**config.mk**
```make
export PLATFORM = sky130hd
export DESIGN_NAME = bimodal_branch_predictor_flat
export DESIGN_NICKNAME = d
export VERILOG_FILES = /design/src/rtl/bimodal_branch_predictor_pkg.sv /design/src/rtl/bimodal_branch_predictor_if.sv /design/src/rtl/bimodal_branch_predictor_sat_counter2.sv /design/src/rtl/bimodal_branch_predictor.sv /design/src/flat_wrapper.sv
export SDC_FILE = /design/constraint.sdc
export NUM_CORES = 1
export LEC_CHECK = 0
export CAP_MARGIN = 30
export CORE_MARGIN = 4
export CORE_UTILIZATION = 55
export CTS_BUF_LIST = sky130_fd_sc_hd__clkbuf_8
export DETAILED_ROUTE_END_ITERATION = 6
export PLACE_DENSITY_LB_ADDON = 0.3
export SYNTH_ARGS = -nofsm -noshare
export SYNTH_HDL_FRONTEND = slang
export SYNTH_SLANG_ARGS = --single-unit
```
**constraint.sdc**
```tcl
create_clock -name clk -period 9.64 [get_ports clk]
set_input_delay 1.928 -clock clk [delete_from_list [all_inputs] [get_ports clk]]
set_output_delay 1.928 -clock clk [all_outputs]
set_load 0.005 [all_outputs]
```
**src/rtl/bimodal_branch_predictor_pkg.sv**
```systemverilog
// Shared core definitions used by the bimodal branch predictor:
// branch opcodes, the 2-bit counter encoding and the tracking-slot control fields.
package bimodal_branch_predictor_pkg;

    // Opcodes (instruction bits [4:0]) that the predictor cares about.
    localparam logic [4:0] OP_BT  = 5'd23;
    localparam logic [4:0] OP_BF  = 5'd24;
    localparam logic [4:0] OP_JAL = 5'd25;

    // 2-bit saturating counter states; the MSB is the taken prediction.
    typedef enum logic [1:0] {
        SNT = 2'b00,
        WNT = 2'b01,
        WT  = 2'b10,
        ST  = 2'b11
    } ctr_e;

    // Control part of a tracking slot. The address-sized fields depend on the
    // predictor parameters and are added by the predictor itself.
    typedef struct packed {
        logic valid;       // slot holds a BT/BF/JAL
        logic is_cond;     // BT/BF (trains the table), 0 for JAL
        logic pred_taken;  // prediction made at fetch
    } slot_ctl_t;

    // One step of a saturating counter: up counts toward ST, down toward SNT.
    function automatic ctr_e ctr_step(input ctr_e cur, input logic up);
        ctr_e nxt;
        case (cur)
            SNT:     nxt = up ? WNT : SNT;
            WNT:     nxt = up ? WT  : SNT;
            WT:      nxt = up ? ST  : WNT;
            ST:      nxt = up ? ST  : WT;
            default: nxt = cur;
        endcase
        return nxt;
    endfunction

endpackage

```
**src/rtl/bimodal_branch_predictor_if.sv**
```systemverilog
// Fetch / execute side bus of the bimodal branch predictor.
// master = core pipeline, slave = predictor.
interface bimodal_branch_predictor_if #(
    parameter int PC_W  = 13,
    parameter int IMM_W = 17,
    parameter int CNT_W = 16
);
    // Pipeline control
    logic             stall;
    logic             halted;
    // Fetch side
    logic [PC_W-1:0]  fetch_pc;
    logic [4:0]       fetch_opcode;
    logic [IMM_W-1:0] fetch_imm;
    logic [PC_W-1:0]  next_pc;
    logic             predict_taken;
    // Execute side
    logic             resolve_valid;
    logic             resolve_taken;
    logic             mispredict;
    logic [PC_W-1:0]  recover_pc;
    // Performance counters
    logic [CNT_W-1:0] branch_count;
    logic [CNT_W-1:0] mispredict_count;

    modport master (
        output stall, halted, fetch_pc, fetch_opcode, fetch_imm,
               resolve_valid, resolve_taken,
        input  next_pc, predict_taken, mispredict, recover_pc,
               branch_count, mispredict_count
    );

    modport slave (
        input  stall, halted, fetch_pc, fetch_opcode, fetch_imm,
               resolve_valid, resolve_taken,
        output next_pc, predict_taken, mispredict, recover_pc,
               branch_count, mispredict_count
    );
endinterface

```
**src/rtl/bimodal_branch_predictor_sat_counter2.sv**
```systemverilog
// One 2-bit saturating up/down counter entry of the prediction table.
module sat_counter2
    import bimodal_branch_predictor_pkg::*;
#(
    parameter logic [1:0] INIT = 2'b01
) (
    input  logic       clk,
    input  logic       rst,
    input  logic       en_i,   // apply one training step this clock
    input  logic       up_i,   // 1: branch was taken, 0: not taken
    output logic [1:0] cnt_o
);

    ctr_e cnt_q;
    ctr_e cnt_d;

    // Next counter value: step toward the observed outcome when enabled.
    always_comb begin
        if (en_i) begin
            cnt_d = ctr_step(cnt_q, up_i);
        end else begin
            cnt_d = cnt_q;
        end
    end

    // Counter register with asynchronous reset to the configured initial state.
    always_ff @(posedge clk or posedge rst) begin
        if (rst) begin
            cnt_q <= ctr_e'(INIT);
        end else begin
            cnt_q <= cnt_d;
        end
    end

    assign cnt_o = cnt_q;

endmodule

```
**src/rtl/bimodal_branch_predictor.sv**
```systemverilog
// Bimodal branch predictor: PC-indexed table of 2-bit counters, two tracking
// slots (fetch->decode, decode->execute), mispredict detection with absolute
// recovery PC, and saturating performance counters.
module bimodal_branch_predictor
    import bimodal_branch_predictor_pkg::*;
#(
    parameter int         PC_W       = 13,
    parameter int         IMM_W      = 17,
    parameter int         DEPTH      = 64,
    parameter logic [1:0] INIT_STATE = 2'b01,
    parameter int         CNT_W      = 16
) (
    input  logic                         clk,
    input  logic                         reset,
    bimodal_branch_predictor_if.slave    bp
);

    localparam int IDX_W = $clog2(DEPTH);
    // Intermediate width wide enough to sign-extend the immediate before
    // truncating it to the PC width.
    localparam int EXT_W = (PC_W > IMM_W) ? PC_W : IMM_W;

    // A branch in flight: control bits plus what is needed to train the
    // table and to rebuild the correct PC at execute.
    typedef struct packed {
        slot_ctl_t        ctl;
        logic [IDX_W-1:0] index;
        logic [PC_W-1:0]  pc;
        logic [PC_W-1:0]  imm;   // offset already sign-extended to PC_W
    } slot_t;

    // Sign-extend the raw immediate and truncate to a PC-width offset.
    function automatic logic [PC_W-1:0] imm_to_offset(input logic [IMM_W-1:0] imm);
        logic signed [IMM_W-1:0] imm_s;
        logic        [EXT_W-1:0] imm_ext;
        imm_s   = imm;
        imm_ext = EXT_W'(imm_s);
        return imm_ext[PC_W-1:0];
    endfunction

    // ------------------------------------------------------------------
    // Signals
    // ------------------------------------------------------------------
    logic [DEPTH-1:0][1:0] tbl_s;

    logic [IDX_W-1:0]  fetch_idx_s;
    logic              fetch_is_cond_s;
    logic              fetch_is_jal_s;
    logic [1:0]        fetch_ctr_s;
    logic              fetch_taken_s;
    logic [PC_W-1:0]   fetch_off_s;
    logic [PC_W-1:0]   next_pc_s;
    slot_t             fetch_slot_s;

    slot_t             fd_q, fd_d;
    slot_t             ed_q, ed_d;

    logic              mispredict_s;
    logic              upd_en_s;
    logic [PC_W-1:0]   recover_pc_s;

    logic [CNT_W-1:0]  branch_cnt_q, branch_cnt_d;
    logic [CNT_W-1:0]  mispred_cnt_q, mispred_cnt_d;

    // ------------------------------------------------------------------
    // Counter table: one saturating counter per entry, trained at the
    // index captured when the branch was fetched.
    // ------------------------------------------------------------------
    for (genvar g = 0; g < DEPTH; g++) begin : g_tbl
        sat_counter2 #(
            .INIT (INIT_STATE)
        ) u_ctr (
            .clk   (clk),
            .rst   (reset),
            .en_i  (upd_en_s && (ed_q.index == IDX_W'(g))),
            .up_i  (bp.resolve_taken),
            .cnt_o (tbl_s[g])
        );
    end

    // ------------------------------------------------------------------
    // Fetch-side prediction
    // ------------------------------------------------------------------

    // Decode the fetched opcode, read the table and form the predicted next PC.
    always_comb begin
        fetch_idx_s     = bp.fetch_pc[IDX_W-1:0];
        fetch_is_cond_s = (bp.fetch_opcode == OP_BT) || (bp.fetch_opcode == OP_BF);
        fetch_is_jal_s  = (bp.fetch_opcode == OP_JAL);
        fetch_ctr_s     = tbl_s[fetch_idx_s];
        fetch_taken_s   = fetch_is_jal_s || (fetch_is_cond_s && fetch_ctr_s[1]);
        fetch_off_s     = imm_to_offset(bp.fetch_imm);
        if (fetch_taken_s) begin
            next_pc_s = bp.fetch_pc + fetch_off_s;
        end else begin
            next_pc_s = bp.fetch_pc + PC_W'(1);
        end
    end

    // Tracking-slot image of the instruction being fetched.
    always_comb begin
        fetch_slot_s                = '0;
        fetch_slot_s.ctl.valid      = fetch_is_cond_s || fetch_is_jal_s;
        fetch_slot_s.ctl.is_cond    = fetch_is_cond_s;
        fetch_slot_s.ctl.pred_taken = fetch_taken_s;
        fetch_slot_s.index          = fetch_idx_s;
        fetch_slot_s.pc             = bp.fetch_pc;
        fetch_slot_s.imm            = fetch_off_s;
    end

    // ------------------------------------------------------------------
    // Execute-side resolution
    // ------------------------------------------------------------------

    // Mispredict detection, table-update enable and the recovery PC.
    always_comb begin
        mispredict_s = ed_q.ctl.valid && ed_q.ctl.is_cond && bp.resolve_valid &&
                       (bp.resolve_taken != ed_q.ctl.pred_taken);
        upd_en_s     = !bp.halted && bp.resolve_valid &&
                       ed_q.ctl.valid && ed_q.ctl.is_cond;
        if (bp.resolve_taken) begin
            recover_pc_s = ed_q.pc + ed_q.imm;
        end else begin
            recover_pc_s = ed_q.pc + PC_W'(1);
        end
    end

    // Slot advance: halted freezes, a mispredict flushes both slots, a stall
    // holds FD and injects a bubble into ED, otherwise the pipe moves on.
    always_comb begin
        fd_d = fd_q;
        ed_d = ed_q;
        if (bp.halted) begin
            fd_d = fd_q;
            ed_d = ed_q;
        end else if (mispredict_s) begin
            fd_d = '0;
            ed_d = '0;
        end else if (bp.stall) begin
            fd_d = fd_q;
            ed_d = '0;
        end else begin
            fd_d = fetch_slot_s;
            ed_d = fd_q;
        end
    end

    // Tracking slot registers.
    always_ff @(posedge clk or posedge reset) begin
        if (reset) begin
            fd_q <= '0;
            ed_q <= '0;
        end else begin
            fd_q <= fd_d;
            ed_q <= ed_d;
        end
    end

    // ------------------------------------------------------------------
    // Performance counters (saturate at all-ones)
    // ------------------------------------------------------------------

    // Next values of the branch and mispredict counters.
    always_comb begin
        if (upd_en_s && (branch_cnt_q != {CNT_W{1'b1}})) begin
            branch_cnt_d = branch_cnt_q + CNT_W'(1);
        end else begin
            branch_cnt_d = branch_cnt_q;
        end
        if (!bp.halted && mispredict_s && (mispred_cnt_q != {CNT_W{1'b1}})) begin
            mispred_cnt_d = mispred_cnt_q + CNT_W'(1);
        end else begin
            mispred_cnt_d = mispred_cnt_q;
        end
    end

    // Performance counter registers.
    always_ff @(posedge clk or posedge reset) begin
        if (reset) begin
            branch_cnt_q  <= '0;
            mispred_cnt_q <= '0;
        end else begin
            branch_cnt_q  <= branch_cnt_d;
            mispred_cnt_q <= mispred_cnt_d;
        end
    end

    // ------------------------------------------------------------------
    // Outputs
    // ------------------------------------------------------------------
    assign bp.next_pc          = next_pc_s;
    assign bp.predict_taken    = fetch_taken_s;
    assign bp.mispredict       = mispredict_s;
    assign bp.recover_pc       = recover_pc_s;
    assign bp.branch_count     = branch_cnt_q;
    assign bp.mispredict_count = mispred_cnt_q;

endmodule

```
**src/flat_wrapper.sv**
```systemverilog
// flat-port wrapper written by rule: the top's interface ports become plain ports
module bimodal_branch_predictor_flat import bimodal_branch_predictor_pkg::*;
#(
    parameter int         PC_W       = 13,
    parameter int         IMM_W      = 17,
    parameter int         DEPTH      = 64,
    parameter logic [1:0] INIT_STATE = 2'b01,
    parameter int         CNT_W      = 16
)
  (clk, reset, bp_stall, bp_halted, bp_fetch_pc, bp_fetch_opcode, bp_fetch_imm, bp_resolve_valid, bp_resolve_taken, bp_next_pc, bp_predict_taken, bp_mispredict, bp_recover_pc, bp_branch_count, bp_mispredict_count);
  bimodal_branch_predictor_if #(.PC_W(PC_W), .IMM_W(IMM_W), .CNT_W(CNT_W)) bp_i ();
  input  logic clk;
  input  logic reset;
  input wire logic [$bits(bp_i.stall)-1:0] bp_stall;
  input wire logic [$bits(bp_i.halted)-1:0] bp_halted;
  input wire logic [$bits(bp_i.fetch_pc)-1:0] bp_fetch_pc;
  input wire logic [$bits(bp_i.fetch_opcode)-1:0] bp_fetch_opcode;
  input wire logic [$bits(bp_i.fetch_imm)-1:0] bp_fetch_imm;
  input wire logic [$bits(bp_i.resolve_valid)-1:0] bp_resolve_valid;
  input wire logic [$bits(bp_i.resolve_taken)-1:0] bp_resolve_taken;
  output wire logic [$bits(bp_i.next_pc)-1:0] bp_next_pc;
  output wire logic [$bits(bp_i.predict_taken)-1:0] bp_predict_taken;
  output wire logic [$bits(bp_i.mispredict)-1:0] bp_mispredict;
  output wire logic [$bits(bp_i.recover_pc)-1:0] bp_recover_pc;
  output wire logic [$bits(bp_i.branch_count)-1:0] bp_branch_count;
  output wire logic [$bits(bp_i.mispredict_count)-1:0] bp_mispredict_count;
  assign bp_i.stall = bp_stall;
  assign bp_i.halted = bp_halted;
  assign bp_i.fetch_pc = bp_fetch_pc;
  assign bp_i.fetch_opcode = bp_fetch_opcode;
  assign bp_i.fetch_imm = bp_fetch_imm;
  assign bp_i.resolve_valid = bp_resolve_valid;
  assign bp_i.resolve_taken = bp_resolve_taken;
  assign bp_next_pc = bp_i.next_pc;
  assign bp_predict_taken = bp_i.predict_taken;
  assign bp_mispredict = bp_i.mispredict;
  assign bp_recover_pc = bp_i.recover_pc;
  assign bp_branch_count = bp_i.branch_count;
  assign bp_mispredict_count = bp_i.mispredict_count;
  bimodal_branch_predictor #(.PC_W(PC_W), .IMM_W(IMM_W), .DEPTH(DEPTH), .INIT_STATE(INIT_STATE), .CNT_W(CNT_W)) u_core (.clk(clk), .reset(reset), .bp(bp_i));
endmodule
```
==> flow_summary.yaml <==
outcome:
  status: "complete, no violations"
setup_path:
  critical_path.n_buffers_inverters: 5
  slowest_stage: "clkdlybuf4s50_1"
  cp-end-kind: "primary output"
  critPathMaxStageDelay_ns: 0.89
  crit_chain: "clkdlybuf4s50_1 -> buf_12 -> mux4_2 -> mux2i_1 -> o2111ai_1 -> o41a_1 -> o21bai_2 -> a21oi_2 -> buf_4 -> nand2b_1 -> ha_1 -> inv_1 -> fa_1 -> nor2b_1 -> o21ai_0 -> nand2b_1 -> and2_1 -> o41ai_1 -> o21ai_0 -> o21ba_2 -> xnor3_1 -> clkdlybuf4s50_1"
  crit_path_start_kind: "input pin"
  worstPathMaxFanout: 14
  path_delay_family: "buffers and inverters"
  worstPathArrival_ns: 7.14
  required_ns: 7.71
  critical_path_class: "in2out"
drt:
  firstDrtPassIters: 5
  drt_iter0_markers: 808
  viasPerCell: 5.87
  drc_errors: 0
  postRouteAntennaNets: 0
  wirelength_um: 28300
  routedWlPerCell_um: 16.2
  vias: 10200
finish:
  area_delta_synth_final_pct: 16.1
  stdcell_count: 1746
  drive_above_1_share_pct: 13.2
  diodes: 0
  mostFrequentLayoutCells: "nor2_1, a21oi_1, dfrtp_1"
  final_common_cell: "nor2_1"
  n_fill_cell: 1802
  layout.nets: 1505
cts:
  post_cts_buffers: 0
  cts_resized: 0
  cts.sinks: 218
  cts_hold_buf: 0
  clockBufferDepth: 3
  cts_tree: "yes"
  clkLatencyLatePin_ns: 0.54
  root_buffer: "clkbuf_8"
  cts_buffers: 39
  cts_max_level: 2
  clk_pin_slew_ns: 0.06
sta:
  tightest_slew_ns: 1.04
  timing.fmax_mhz: 110
  worst_hold_slack_ns: 0.492
  maxSlewViolCount: 0
  slew_headroom_pct: 30.3
  finalSetupViolCount: 0
  worst_slack_ns: 0.576
  hold_viol: 0
  clock-skew-final_ns: 0.0248
  final.setup.tns_ns: 0
  rsz0062_at_grt: "false"
  period_minus_slack_ns: 9.06
  fin_crit_sh_pct: 94.0
yosys:
  synth_ff_type: "dfrtp_1"
  synth_edf_count: 0
  synth.distinct_cells: 61
  syn_area_sq_um: 12100
  ys_seq_area_share_pct: 45.6
  async_reset_ff_share_pct: 100
  syn-num-nets: 1418
  netlist_instances: 1349
  yosysWarnings: 0
  synth.ff_latch_count: 218
  syn_area_per_cell_sq_um: 9.00
global_route:
  grt_pass1_wl_um: 47600
  grt_max_degree: 83
  grt-ovfl-total: 0
  grt_pass1_vias: 9768
  antenna_found_initial: 0
  grt_usage_pct: 23.4
die:
  coreArea_sq_um: 21800
  io_pins: 101
  std_cell_rows: 54
  die_h_um: 157
  dieArea_sq_um: 24500
  initial_core_util_pct: 55.8
  die_w_um: 157
placed_design:
  pre_cts_ws_ns: 0.560
  dp_hpwl_um: 19200
  io_buffer_count: 96
  gp_routability_congestion: 0.806
  dp.cells: 1674
power:
  ir_worst_vdd_v: 0.0000965
  total_power_w: 0.00201
  power.leakage_nw: 5.95
  powerDensity_nw_per_um2: 143
min_path:
  min_path_type: "reg2reg"
flow_run:
  drv_cap: 0
==> power by group <==
part	switching [W]	internal, W
logic	0.000117	0.000107
clock network	0.000375	0.000440
registers	0.0000272	0.000948
==> cell families after synthesis <==
family                   after synthesis  share of synthesized area, %
AND/OR/NAND/NOR                      598                          23.6
AO/OA/AOI/OAI                        335                          17.7
flip-flops                           218                          45.6
buffers and inverters                 91                          2.99
XOR/XNOR                              53                          3.94
adder cells (fa/ha/maj)               28                          3.01
multiplexers                          26                          3.22
==> metrics by stage <==
| stage | instance area, sq um | util [%] |
|---|---|---|
| 2_1_floorplan | 12100 | - |
| 3_3_place_gp | 13300 | 61.2 |
| 3_5_place_dp | 13300 | 61.3 |
| 4_1_cts | 14100 | 64.7 |
| 5_1_grt | 14100 | 64.8 |
| 6_report | 14100 | 64.8 |
==> final timing paths <==
check                      depth (start not counted)                               to  slack, ns            start
max                                               22                   bp_next_pc[12]       0.58   bp_fetch_pc[0]
min                                                1                  u_core.ed_q[11]       0.49  u_core.fd_q[11]
max reg2reg                                        6  u_core.g_tbl[52].u_ctr.cnt_o[0]       6.94  u_core.ed_q[34]
min reg2reg                                        1                  u_core.ed_q[11]       0.49  u_core.fd_q[11]
max in group asynchronous                          3  u_core.g_tbl[21].u_ctr.cnt_o[1]       6.43            reset
min in group asynchronous                          2        u_core.bp.branch_count[5]       1.87            reset
==> synth_stat cells (4+ instances only) <==
cell type	instances	area share (%)
nor2_1	215	6.6
a21oi_1	161	6.6
dfrtp_1	154	32
nand2_1	119	3.7
dfstp_2	64	14
o21ai_0	59	2.4
a22o_1	58	4.2
or3_1	53	2.7
clkbuf_1	51	1.6
and2_1	39	2.0
xnor2_1	39	2.8
nand3_1	36	1.5
nor3_1	35	1.4
inv_1	27	0.83
ha_1	26	2.7
or2_2	24	1.2
nand3b_1	22	1.4
o221a_2	20	1.9
and3_1	15	0.77
nor2b_1	13	0.67
xor2_1	13	0.94
mux2i_1	11	0.91
mux4_2	10	1.9
nand2b_1	10	0.52
buf_1	8	0.25
mux2_2	5	0.46
nand4_1	5	0.26
and4_1	4	0.29
==> cell type report <==
type	instances	area, sq um	share of cell area [%]
flip-flops and latches	218	5540	39.3
clock inverters	24	93.8	0.665
repair buffers	110	1120	7.91
clock buffers	47	647	4.59
inverters	27	109	0.772
well taps	280	350	2.48
multi-input cells	1040	6250	44.3
==> state kept, by name, indices dropped and copies added, names as in the netlist <==
| register | count |
|---|---|
| u_core.g_tbl.u_ctr.cnt_o | 128 |
| u_core.ed_q | 29 |
| u_core.fd_q | 29 |
| u_core.bp.branch_count | 16 |
| u_core.bp.mispredict_count | 16 |
==> routing by layer <==
metal / global-route usage [%] / up-vias / share of wire (%)
met5: 0 / - / 0
met4: 7.81 / 0 / 2.7
met3: 3.73 / 63 / 5.3
met2: 37.9 / 271 / 47
met1: 32.5 / 4957 / 45
li1: - / 4957 / -
(Power assumes the default switching activity.)
